`src/rtl/demux_pkg.sv`:
```
// demux_pkg: shared constants and the one-hot write decoder for the
// 1-to-256 registered demultiplexer.
//   DEMUX_WIDTH : number of output bits in the bank
//   SEL_W       : width of the destination index
//   CNT_W       : width of the landed-write counter
package demux_pkg;

    localparam int DEMUX_WIDTH = 256;
    localparam int SEL_W       = 8;
    localparam int CNT_W       = 16;

    // One-hot decode of an index into write enables; all-zero when en is low.
    function automatic logic [DEMUX_WIDTH-1:0] onehot_dec(
        input logic             en,
        input logic [SEL_W-1:0] idx
    );
        return {{(DEMUX_WIDTH-1){1'b0}}, en} << idx;
    endfunction

endpackage : demux_pkg

```
`src/rtl/demux_bit_reg.sv`:
```
// demux_bit_reg: one bit of the output bank.
//   clk : clock, rising edge
//   rst : synchronous active-high reset, clears q
//   clr : synchronous clear, clears q (wins over we)
//   we  : write enable for this bit
//   d   : data bit to store when we is high
//   q   : registered stored bit
module demux_bit_reg (
    input  logic clk,
    input  logic rst,
    input  logic clr,
    input  logic we,
    input  logic d,
    output logic q
);

    logic q_d;
    logic q_q;

    // Next value: clear dominates write, otherwise hold.
    always_comb begin
        q_d = q_q;
        if (clr) begin
            q_d = 1'b0;
        end else if (we) begin
            q_d = d;
        end else begin
            q_d = q_q;
        end
    end

    // Storage flop with synchronous reset.
    always_ff @(posedge clk) begin
        if (rst) begin
            q_q <= 1'b0;
        end else begin
            q_q <= q_d;
        end
    end

    assign q = q_q;

endmodule : demux_bit_reg

```
`src/rtl/demux_1x256_reg.sv`:
```
// demux_1x256_reg: two-stage registered 1-to-256 demultiplexer.
// Edge E captures (in_valid, in, sel) into stage 1; edge E+1 writes the
// stage-1 bit into out[sel], raises out_valid for one cycle and counts it.
//   clk       : clock, rising edge
//   rst       : synchronous active-high reset
//   in_valid  : write request
//   in        : data bit to distribute
//   sel       : destination index
//   clr       : synchronous clear of the output bank and of stage 1
//   out       : registered output bank
//   out_valid : one-cycle pulse when a write has landed
//   out_sel   : index of the landed write, held otherwise
//   wr_count  : wrapping count of landed writes (not affected by clr)
module demux_1x256_reg
    import demux_pkg::*;
(
    input  logic                   clk,
    input  logic                   rst,
    input  logic                   in_valid,
    input  logic                   in,
    input  logic [SEL_W-1:0]       sel,
    input  logic                   clr,
    output logic [DEMUX_WIDTH-1:0] out,
    output logic                   out_valid,
    output logic [SEL_W-1:0]       out_sel,
    output logic [CNT_W-1:0]       wr_count
);

    logic             s1_valid_d, s1_valid_q;
    logic             s1_data_d,  s1_data_q;
    logic [SEL_W-1:0] s1_sel_d,   s1_sel_q;
    logic             out_valid_d, out_valid_q;
    logic [SEL_W-1:0] out_sel_d,   out_sel_q;
    logic [CNT_W-1:0] wr_count_d,  wr_count_q;
    logic             land_s;
    logic [DEMUX_WIDTH-1:0] we_s;
    logic [DEMUX_WIDTH-1:0] out_bits_s;

    // Next-state for stage 1 and the status outputs.
    always_comb begin
        // A write arriving with clr is dropped at the door.
        s1_valid_d  = in_valid & ~clr;
        s1_data_d   = in;
        s1_sel_d    = sel;
        // A pending stage-1 write is cancelled by clr at the same edge.
        land_s      = s1_valid_q & ~clr;
        out_valid_d = land_s;
        if (land_s) begin
            out_sel_d  = s1_sel_q;
            wr_count_d = wr_count_q + CNT_W'(1);
        end else begin
            out_sel_d  = out_sel_q;
            wr_count_d = wr_count_q;
        end
    end

    // Stage-1 and status registers with synchronous reset.
    always_ff @(posedge clk) begin
        if (rst) begin
            s1_valid_q  <= 1'b0;
            s1_data_q   <= 1'b0;
            s1_sel_q    <= {SEL_W{1'b0}};
            out_valid_q <= 1'b0;
            out_sel_q   <= {SEL_W{1'b0}};
            wr_count_q  <= {CNT_W{1'b0}};
        end else begin
            s1_valid_q  <= s1_valid_d;
            s1_data_q   <= s1_data_d;
            s1_sel_q    <= s1_sel_d;
            out_valid_q <= out_valid_d;
            out_sel_q   <= out_sel_d;
            wr_count_q  <= wr_count_d;
        end
    end

    // Single decoder driven only from stage-1 registers; clr masking happens
    // inside each bit, so no input reaches out combinationally.
    assign we_s = onehot_dec(s1_valid_q, s1_sel_q);

    for (genvar g = 0; g < DEMUX_WIDTH; g++) begin : g_bit
        demux_bit_reg u_bit (
            .clk (clk),
            .rst (rst),
            .clr (clr),
            .we  (we_s[g]),
            .d   (s1_data_q),
            .q   (out_bits_s[g])
        );
    end

    assign out       = out_bits_s;
    assign out_valid = out_valid_q;
    assign out_sel   = out_sel_q;
    assign wr_count  = wr_count_q;

endmodule : demux_1x256_reg

```
`config.mk`:
```
export PLATFORM = sky130hd
export DESIGN_NAME = demux_1x256_reg
export DESIGN_NICKNAME = d
export VERILOG_FILES = /design/src/rtl/demux_pkg.sv /design/src/rtl/demux_bit_reg.sv /design/src/rtl/demux_1x256_reg.sv
export SDC_FILE = /design/constraint.sdc
export NUM_CORES = 1
export LEC_CHECK = 0
export ABC_CLOCK_PERIOD_IN_PS = 1900
export BUFFER_PORTS_ARGS = -buffer_cell sky130_fd_sc_hd__buf_2
export CAP_MARGIN = 20
export CORE_UTILIZATION = 35
export CTS_BUF_LIST = sky130_fd_sc_hd__clkbuf_8
export DETAILED_ROUTE_END_ITERATION = 7
export PLACE_DENSITY_LB_ADDON = 0.05
export SKIP_CTS_REPAIR_TIMING = 1
export SYNTH_ARGS = -nofsm -noshare
export SYNTH_HDL_FRONTEND = slang
export SYNTH_SLANG_ARGS = --single-unit
export TNS_END_PERCENT = 10
```
`constraint.sdc`:
```
create_clock -name clk -period 1.9 [get_ports clk]
set_clock_uncertainty 0.1 [all_clocks]
set_input_delay 0.19 -clock clk [delete_from_list [all_inputs] [get_ports clk]]
set_output_delay 0.19 -clock clk [all_outputs]
set_load 0.05 [all_outputs]
```
==> results_dict.tcl <==
set metrics [dict create \
    status "finished, final reports clean" \
    yosysSeqAreaShare 0.468 \
    clockBufferDepth 3 \
    power.leakage_nw 5.79 \
    ys_ff_latch 291 \
    crit_path_max_fanout 10 \
    worst_setup_path_end_kind "register" \
    cpMaxStageDelayCell "dfxtp_2" \
    startpoint "s1_sel_q[6]$_SDFF_PP0_" \
    met2_usage 0.318 \
    drt-vias-per-instance 5.03 \
    regToRegEndpoint "g_bit[125].u_bit.q$_SDFFE_PP0P_" \
    yosys_warnings 0 \
    max_stage_delay_ns 0.41 \
    die_w_microns 191 \
    fmax_mhz 552 \
    cts_root_buffer "clkbuf_8" \
    cp-start-kind "register" \
    yosysMostFrequentCell "dfxtp_1" \
    maxSlewHeadroom 0.538 \
    ff2ff_path_depth 7 \
    maxCapViolations 0 \
    p_per_area_nw_per_um2 840 \
    place_congestion 0.738 \
    synth_commonest_cells "dfxtp_1 (291), a21oi_1 (268), a211oi_1 (256), buf_4 (256), clkbuf_1 (88)" \
    multi_input_area_sq_um 4410 \
    vdd_drop_max_v 0.000462 \
    grt_max_degree 129 \
    synth_top_area_frac 0.468 \
    grt_pass1_vias 9326 \
    die-area_sq_um 36300 \
    top_usage_layer "met2" \
    ys_types 33 \
    ant_nets 0 \
    seq_area_sq_um 5840 \
    rows 68 \
    crit_end "g_bit[125].u_bit.q$_SDFFE_PP0P_" \
    grt.total_usage 0.208 \
    crit_type "reg -> reg" \
    route.detailed.drc 0 \
    cp_data_arrival_time_ns 2.19 \
    async_flop_share 0 \
    fin_crit_ns 1.81 \
    nNetsFinal 1504 \
    synth_area_leaders "dfxtp_1 (47%), a211oi_1 (15%), buf_4 (15%), a21oi_1 (11%), clkbuf_1 (2.7%)" \
    dp_hpwl_microns 25200 \
    clk_pin_slew_ns 0.06 \
    vias 9967 \
    fin_util 0.419 \
    yosysTopAreaCell "dfxtp_1" \
    numCtsBuffers 51 \
    cts_tree "done" \
    synth_nets 1375 \
    cp.required_ns 2.28 \
    final_hold_viol_count 0 \
    drt_wl_total_microns 39200 \
    use_met3 0.0561 \
    worstSkewPairLatency_ns 0.58 \
    rsz0062_at_grt "yes" \
    drive_above_1_share 0.354 \
    drt-wirelength-per-cell_microns 19.8 \
    period_share 0.954 \
    hold_path_class "in -> reg" \
    synthCells 1361 \
    start_util 0.358 \
    r2r_start "s1_sel_q[6]$_SDFF_PP0_" \
    finalSetupViolCount 0 \
    fillers 3516 \
    drt_iter0_drc 558 \
    synthToLayoutAreaGrowth_pct 17.2 \
    power_mw 12.3 \
    worst_path_most_repeated_cell "buf_4" \
    slew_viol_final 0 \
    netlist_area_sq_um 12500 \
    synth_area_per_cell_sq_um 9.15 \
    grtUsageMet1 0.288 \
    num_io_pins 294 \
    synthFlopType "dfxtp_1" \
    io_buffers 293 \
    tightest_slew_ns 0.692 \
    first_pass_iters 5 \
    r2r_setup_slack_ns 0.09 \
    grt-ovfl-total 0 \
    synth-edff-count 0 \
    htree_num_levels 2 \
    cts_sinks 291 \
    antenna_found_initial 1 \
    coreArea_sq_um 34800 \
    grt_pass1_wl_microns 58600 \
    die_y_microns 191 \
    path_cells "buf_4, nand4b_1, buf_4, nor2_1, buf_4, a21oi_1, a211oi_1" \
]
==> state kept, by name, indices dropped and copies added, names as in the netlist <==
signal,count
g_bit.u_bit.q,256
out_sel,8
out_valid,1
s1_data_q,1
s1_sel_q,8
s1_valid_q,1
wr_count,16
==> layer usage <==
| layer | vias to the layer above | routed length, microns | part of all wire |
|---|---|---|---|
| met3 | 58 | 2810 | 0.072 |
| met1 | 4684 | 18300 | 0.47 |
| met5 | - | 0 | 0 |
| met2 | 304 | 17500 | 0.45 |
| met4 | 0 | 650 | 0.017 |
| li1 | 4921 | - | - |
==> through the flow <==
step	worst slack [ns]	area, sq um	setup TNS, ns	std cells	hold slack (ns)
finish	0.0883	14600	0	1983	0.301
global route	-0.0296	14600	-0.187	1983	0.310
CTS	-0.0974	14400	-2.23	1967	-0.322
detailed placement	-0.0733	13400	-1.01	1877	0.292
global placement	-0.0425	13400	-0.402	1877	0.293
floorplan	0.00605	12500	0	1361	0.212
==> cells in the final DEF, fill, tap and decap left out, drive strengths merged, types with 3 or more instances in the layout <==
cell         count
nor4             4
nor3b            3
a211oi         256
nor2b           14
or4b             4
a21oi          268
nand2b           6
xnor2            7
nand4            4
nor2            82
mux2             3
nand4bb          6
dlygate4sd3     13
buf            421
and3             3
nor3             4
nand2           24
inv             22
dfxtp          291
clkinvlp         3
nand4b           5
nand3            4
clkbuf          64
==> power breakdown <==
group	internal (mW)	switching [mW]	leakage (nW)	total [mW]
clock	3.01	2.63	0.580	5.64
combinational	0.149	0.328	2.86	0.477
sequential	6.12	0.0225	2.35	6.14
total	9.28	2.98	5.79	12.3
==> worst min path at each step <==
stage | endpoint | cells past startpoint | startpoint | slack (ns)
final | s1_sel_q[4]$_SDFF_PP0_ | 3 | sel[4] | 0.30
after global routing | s1_sel_q[5]$_SDFF_PP0_ | 3 | sel[5] | 0.31
after global placement | s1_valid_q$_SDFF_PP0_ | 2 | in_valid | 0.29
after floorplan | s1_valid_q$_SDFF_PP0_ | 1 | in_valid | 0.21
after detailed placement | s1_valid_q$_SDFF_PP0_ | 2 | in_valid | 0.29
after CTS | s1_valid_q$_SDFF_PP0_ | 2 | in_valid | -0.32
==> final cells by class <==
type | count | share of cell area
Clock inverter | 26 | 0.00763
Sequential cell | 291 | 0.400
Antenna cell | 1 | 0.000171
Clock buffer | 64 | 0.0604
Inverter | 1 | 0.000257
Tap cell | 455 | 0.0390
Multi-Input combinational cell | 711 | 0.302
Timing Repair Buffer | 434 | 0.190
==> worst max-delay path: cells and delay by family, from the launching register on <==
family | cells | cell delay, ns
flip-flops | 1 | 0.41
AO/OA/AOI/OAI | 2 | 0.29
buffers and inverters | 3 | 0.58
AND/OR/NAND/NOR | 2 | 0.33
==> cells by family after synthesis <==
family | share of synthesized area
AOI/OAI and AO/OA | 0.264
adders and majority gates | 0.00100
DFF | 0.468
muxes | 0.00271
xor gates and xnor gates | 0.00633
buffers and inverters | 0.185
and+or+nand+nor | 0.0729
Note: power is estimated with default switching activity, not from simulation.
